File: config.mk
export PLATFORM = sky130hd
export DESIGN_NAME = ov_fifo_write
export DESIGN_NICKNAME = d
export VERILOG_FILES = /design/src/rtl/ov_fifo_write.sv
export SDC_FILE = /design/constraint.sdc
export NUM_CORES = 1
export LEC_CHECK = 0
export CAP_MARGIN = 20
export CORE_MARGIN = 8
export CORE_UTILIZATION = 33
export CTS_BUF_LIST = sky130_fd_sc_hd__clkbuf_16
export DETAILED_ROUTE_END_ITERATION = 8
export GPL_TIMING_DRIVEN = 0
export PLACE_DENSITY = 0.56
export SLEW_MARGIN = 20
export SYNTH_ARGS = -nofsm -noshare
export SYNTH_HDL_FRONTEND = slang
export SYNTH_SLANG_ARGS = --single-unit
File: constraint.sdc
create_clock -name clk_25MHz -period 5.6 [get_ports clk_25MHz]
set_clock_uncertainty 0.2 [all_clocks]
set_input_delay 1.4 -clock clk_25MHz [delete_from_list [all_inputs] [get_ports clk_25MHz]]
set_output_delay 1.4 -clock clk_25MHz [all_outputs]
set_load 0.02 [all_outputs]
File: src/rtl/ov_fifo_write.sv
// ov_fifo_write: write-side controller for an AL422 frame FIFO fed by an OV-series camera.
// Synchronises the camera VSYNC/HREF strobes, pulses the FIFO write-pointer reset at the start
// of each frame, enables writes for the active part of the frame, and hands complete frames
// (exactly EXPECT_LINES lines) over to the reader.
//
// Ports
//   clk_25MHz    sole clock, all state on its rising edge
//   rst_n        asynchronous active-low reset
//   initialized  camera register setup complete
//   vsync, href  raw camera strobes (asynchronous)
//   frame_read   reader status: low while draining the FIFO, high when idle
//   wen          AL422 write enable (active-high)
//   wrst         AL422 write-pointer reset (active-low)
//   new_frame    a complete, unclaimed frame is in the FIFO
//   frame_count  number of frames handed off (wraps at 256)
//   frame_err    one-cycle pulse when a captured frame has the wrong line count
module ov_fifo_write #(
  parameter int unsigned EXPECT_LINES = 240,
  parameter int unsigned WRST_CYCLES  = 4
) (
  input  logic       clk_25MHz,
  input  logic       rst_n,
  input  logic       initialized,
  input  logic       vsync,
  input  logic       href,
  input  logic       frame_read,
  output logic       wen,
  output logic       wrst,
  output logic       new_frame,
  output logic [7:0] frame_count,
  output logic       frame_err
);

  localparam int unsigned CntW = (WRST_CYCLES < 2) ? 1 : $clog2(WRST_CYCLES + 1);
  localparam logic [CntW-1:0] WrstLoad = CntW'(WRST_CYCLES);
  localparam logic [8:0]      ExpLines = 9'(EXPECT_LINES);

  typedef enum logic [2:0] {
    StIdle,
    StWaitStart,
    StWrst,
    StWaitFall,
    StCapture,
    StHandoff,
    StBusy
  } state_e;

  state_e          state_q;
  logic [2:0]      vs_sync_q;   // [0],[1] synchroniser, [2] edge-detect history
  logic [2:0]      hr_sync_q;
  logic [CntW-1:0] wrst_cnt_q;
  logic [8:0]      line_cnt_q;
  logic            fall_pend_q; // vsync fall seen while wrst was still being held low

  logic       vs_rise, vs_fall, hr_rise;
  logic [8:0] line_cnt_inc;

  always_ff @(posedge clk_25MHz or negedge rst_n) begin
    if (!rst_n) begin
      vs_sync_q <= '0;
      hr_sync_q <= '0;
    end else begin
      vs_sync_q <= {vs_sync_q[1:0], vsync};
      hr_sync_q <= {hr_sync_q[1:0], href};
    end
  end

  always_comb begin
    vs_rise = vs_sync_q[1] & ~vs_sync_q[2];
    vs_fall = ~vs_sync_q[1] & vs_sync_q[2];
    hr_rise = hr_sync_q[1] & ~hr_sync_q[2];
    // A line arriving together with the closing vsync still counts toward the compare.
    line_cnt_inc = line_cnt_q;
    if (hr_rise && (line_cnt_q != 9'h1FF)) begin
      line_cnt_inc = line_cnt_q + 9'd1;
    end
  end

  always_ff @(posedge clk_25MHz or negedge rst_n) begin
    if (!rst_n) begin
      state_q     <= StIdle;
      wen         <= 1'b0;
      wrst        <= 1'b1;
      new_frame   <= 1'b0;
      frame_count <= 8'd0;
      frame_err   <= 1'b0;
      line_cnt_q  <= 9'd0;
      wrst_cnt_q  <= '0;
      fall_pend_q <= 1'b0;
    end else begin
      frame_err <= 1'b0;
      if ((state_q != StIdle) && !initialized) begin
        // Camera lost its setup: abandon whatever frame is in flight, keep the count.
        state_q     <= StIdle;
        wen         <= 1'b0;
        wrst        <= 1'b1;
        new_frame   <= 1'b0;
        fall_pend_q <= 1'b0;
      end else begin
        case (state_q)
          StIdle: begin
            if (initialized && frame_read && !new_frame) begin
              state_q <= StWaitStart;
            end
          end
          StWaitStart: begin
            if (vs_rise) begin
              wrst        <= 1'b0;
              wrst_cnt_q  <= WrstLoad;
              fall_pend_q <= 1'b0;
              state_q     <= StWrst;
            end
          end
          StWrst: begin
            if (vs_fall) begin
              fall_pend_q <= 1'b1;
            end
            if (wrst_cnt_q <= CntW'(1)) begin
              wrst        <= 1'b1;
              fall_pend_q <= 1'b0;
              if (fall_pend_q || vs_fall) begin
                wen        <= 1'b1;
                line_cnt_q <= 9'd0;
                state_q    <= StCapture;
              end else begin
                state_q <= StWaitFall;
              end
            end else begin
              wrst_cnt_q <= wrst_cnt_q - CntW'(1);
            end
          end
          StWaitFall: begin
            if (vs_fall) begin
              wen        <= 1'b1;
              line_cnt_q <= 9'd0;
              state_q    <= StCapture;
            end
          end
          StCapture: begin
            line_cnt_q <= line_cnt_inc;
            if (vs_rise) begin
              wen <= 1'b0;
              if (line_cnt_inc == ExpLines) begin
                new_frame   <= 1'b1;
                frame_count <= frame_count + 8'd1;
                state_q     <= StHandoff;
              end else begin
                // Short/long frame: this vsync doubles as the start of the retry frame.
                frame_err   <= 1'b1;
                wrst        <= 1'b0;
                wrst_cnt_q  <= WrstLoad;
                fall_pend_q <= 1'b0;
                state_q     <= StWrst;
              end
            end
          end
          StHandoff: begin
            if (!frame_read) begin
              new_frame <= 1'b0;
              state_q   <= StBusy;
            end
          end
          StBusy: begin
            if (frame_read) begin
              state_q <= StWaitStart;
            end
          end
          default: begin
            state_q   <= StIdle;
            wen       <= 1'b0;
            wrst      <= 1'b1;
            new_frame <= 1'b0;
          end
        endcase
      end
    end
  end

endmodule

==> reports/qor.csv <==
stage,metric,value,unit
clock_tree,cts.clk_slew.worst_paths,0.05,ns
synthesis,synth_edf_count,0,
die,die_w,93.9,um
power,p_leak,0.00101,uW
finish,antenna_cells,0,
placed_design,portBuffers,16,
global_route,grt_pass1_wl,7.69,mm
placed_design,post-place-ws,2.29,ns
global_route,first_global_vias,1585,
placed_design,place_inst,305,
finish,layout.nets,248,
clock_tree,root_buffer,clkbuf_16,
clock_tree,htreeDepth,2,
synthesis,yosys_register_bits,34,
synthesis,synth_compound_gate_area_share,0.215,
worst_setup_path,path_buf_inv,1,
sta,setup_slack,2.29,ns
worst_setup_path,crit_chain,ha_1 > nand3_1 > or2_2 > nor2_1 > ha_1 > or3b_1 > buf_6 > nor3_2 > o211ai_2 > a211oi_4 > nand2_2 > mux2_4,
finish,multiInputGateArea,0.00106,sq mm
run_status,status,"finished, final reports clean",
sta,fin_hold_ws,0.145,ns
synthesis,synth_area,0.00200,sq mm
clock_tree,clk_latency,0.28,ns
detailed_routing,wl_per_cell,14.2,um
synthesis,synth_mux_area_frac,0.0181,
synthesis,synth_top_family_by_area,simple AND/OR/NAND/NOR gates,
synthesis,yosysUniqueCellTypes,55,
detailed_routing,drt_drc_violations_left,0,
placed_design,post-dp-hpwl,3.23,mm
sta,relSlewSlack,0.474,
finish,syn_to_final_growth,21.5,%
finish,fill_cells,603,
worst_setup_path,cp.arrival,3.28,ns
finish,stdcell_count,313,
synthesis,synthCells,213,
global_route,grt_max_degree,26,
sta,period_share,0.592,
sta,setup_violations,0,
power,ir_worst_vdd,0.159,mV
sta,totalNegativeSetupSlack,0,ns
synthesis,yosys_warnings,0,
die,core,0.00589,sq mm
finish,drive_gt1_frac,0.134,
synthesis,synth.avg_cell_area,9.40,sq um
sta,slew_violations,0,
worst_hold_path,hold_class,flip-flop to flip-flop,
sta,period_needed,3.31,ns
synthesis,yosys.area_share.simple,0.227,
clock_tree,cts.hold.buffers_added,0,
worst_setup_path,ff2ff_path_depth,12,
clock_tree,numCtsBuffers,5,
finish,final_cell_mix,"dfrtp_1 (33), nand2_1 (22), o21ai_0 (17), nor2_1 (16), clkdlybuf4s50_1 (15)",
synthesis,yosys.area_share.xor_xnor,0.0394,
synthesis,synth-adder-area-share,0.0312,
synthesis,synth_ff_type,dfrtp_1,
die,die_y,93.9,um
worst_setup_path,cp.required,5.56,ns
clock_tree,cts_resized,0,
worst_setup_path,crit_end,frame_count[1],
worst_setup_path,cp_max_fo,9,
finish,final_common_cell,dfrtp_1,
global_route,antenna_found_initial,0,
worst_setup_path,timing.rr.end,frame_count[1],
detailed_routing,vias_per_cell,5.36,
worst_setup_path,critPathTopFamily,simple AND/OR/NAND/NOR gates,
worst_setup_path,critPathCaptureType,flip-flop,
detailed_routing,ant_nets,0,
global_route,grt_use_total,0.108,
worst_setup_path,cp.depth,12,
worst_setup_path,crit_top_cell,ha_1,
worst_setup_path,setup.worst_path.start_class,flip-flop,
die,dieArea,0.00882,sq mm
worst_setup_path,crit_type,flip-flop to flip-flop,
clock_tree,cts_tree,done,
sta,clock.fmax,0.302,GHz
worst_setup_path,cp_slowest_stage_delay,0.44,ns
worst_setup_path,reg2reg_from,line_cnt_q[0],
power,power.density,335,mW/mm^2
detailed_routing,dr.first_iter.drc_count,67,
detailed_routing,vias,1679,
die,initial_core_util,0.340,
worst_setup_path,slowest_stage,dfrtp_1,
worst_setup_path,crit_path_start,line_cnt_q[0],
synthesis,synth_nets,224,
clock_tree,ctsLongestPathBuffers,2,
detailed_routing,drt_wl_total,4.44,mm
sta,finalHoldViolations,0,
synthesis,synthArstFlopShare,1.00,
clock_tree,cts_sinks,34,
sta,worst_pin_slew,0.787,ns
detailed_routing,drtPass1Iterations,4,
placed_design,gp_congestion,0.871,
die,ios,18,
sta,rsz0062_at_grt,no,
finish,regArea,852,sq um
job,drv_cap,0,
global_route,grt_overflow,0,
die,rows,28,
clock_tree,post-cts-setup-buffers,0,
synthesis,ys_seq_area_frac,0.425,
worst_setup_path,reg2reg_slack,2.29,ns
==> stage by stage <==
stage          utilization  area (sq um)  total power, uW
4_1_cts              0.414          2430              823
5_1_grt              0.414          2430              860
6_report             0.414          2430              814
3_3_place_gp         0.384          2260              511
3_5_place_dp         0.386          2270              513
2_1_floorplan            -          2000              454
==> cell type report <==
cell class | instances | area share
Sequential cell | 34 | 0.350
Clock inverter | 3 | 0.0154
Timing Repair Buffer | 17 | 0.0719
Tap cell | 75 | 0.0385
Inverter | 7 | 0.0108
Buffer | 11 | 0.0247
Clock buffer | 5 | 0.0514
Multi-Input combinational cell | 161 | 0.437
==> flip-flops by register name, indices dropped and copies added, names as in the netlist <==
signal and cells:
fall_pend_q 1, line_cnt_q 9, frame_count 8, wen 1, wrst 1, state_q 3
wrst_cnt_q 3, new_frame 1, vs_sync_q 3, hr_sync_q 3, frame_err 1
==> Yosys cell counts (2+ instances only) <==
cell / count / share of area
o21bai_1: 2 / 0.0075
and3_1: 6 / 0.019
a221oi_1: 2 / 0.0087
o211ai_1: 3 / 0.011
a22o_1: 2 / 0.0087
xnor2_1: 9 / 0.039
nand2_2: 2 / 0.0062
ha_1: 5 / 0.031
and2_0: 2 / 0.0062
a21oi_1: 10 / 0.025
nor3b_1: 3 / 0.011
a221oi_2: 2 / 0.015
nand2_1: 22 / 0.041
nand2b_1: 2 / 0.0062
o31ai_1: 5 / 0.019
o22ai_1: 2 / 0.0062
nand3_1: 8 / 0.020
clkbuf_1: 5 / 0.0094
dfrtp_1: 33 / 0.41
nor2b_1: 3 / 0.0094
nand3b_1: 3 / 0.011
nor2_1: 16 / 0.030
buf_6: 2 / 0.011
buf_2: 3 / 0.0075
nand4_1: 4 / 0.012
o21ai_0: 17 / 0.042
a2bb2oi_1: 2 / 0.0087
inv_1: 7 / 0.013
nor3_1: 4 / 0.010
and2_1: 2 / 0.0062
==> metal layers <==
layer | share of wire | global-route usage
met1 | 0.50 | 0.144
met2 | 0.44 | 0.157
met3 | 0.043 | 0.0288
met4 | 0.021 | 0.0515
met5 | 0 | 0
==> report_power, final <==
group          leakage [uW]  internal [uW]  switching [uW]
sequential         0.000450            273            20.0
combinational      0.000471           91.5             127
clock             0.0000864            206            96.6
total               0.00101            571             244
==> how the worst min path moves through the flow <==
stage,slack [ns],cells after the start,from,to
2_1_floorplan,0.13,0,hr_sync_q[0],hr_sync_q[1]
3_3_place_gp,0.13,0,hr_sync_q[0],hr_sync_q[1]
3_5_place_dp,0.13,0,vs_sync_q[0],vs_sync_q[1]
4_1_cts,0.15,0,vs_sync_q[0],vs_sync_q[1]
5_1_grt,0.16,0,hr_sync_q[0],hr_sync_q[1]
6_report,0.15,0,vs_sync_q[0],vs_sync_q[1]
==> logic make-up after synthesis <==
group / after synthesis
muxes: 3
DFF: 34
AOI/OAI and AO/OA: 59
xor gates and xnor gates: 9
and+or+nand+nor: 85
buffers and inverters: 18
adders and majority gates: 5
(Power assumes the default switching activity.)
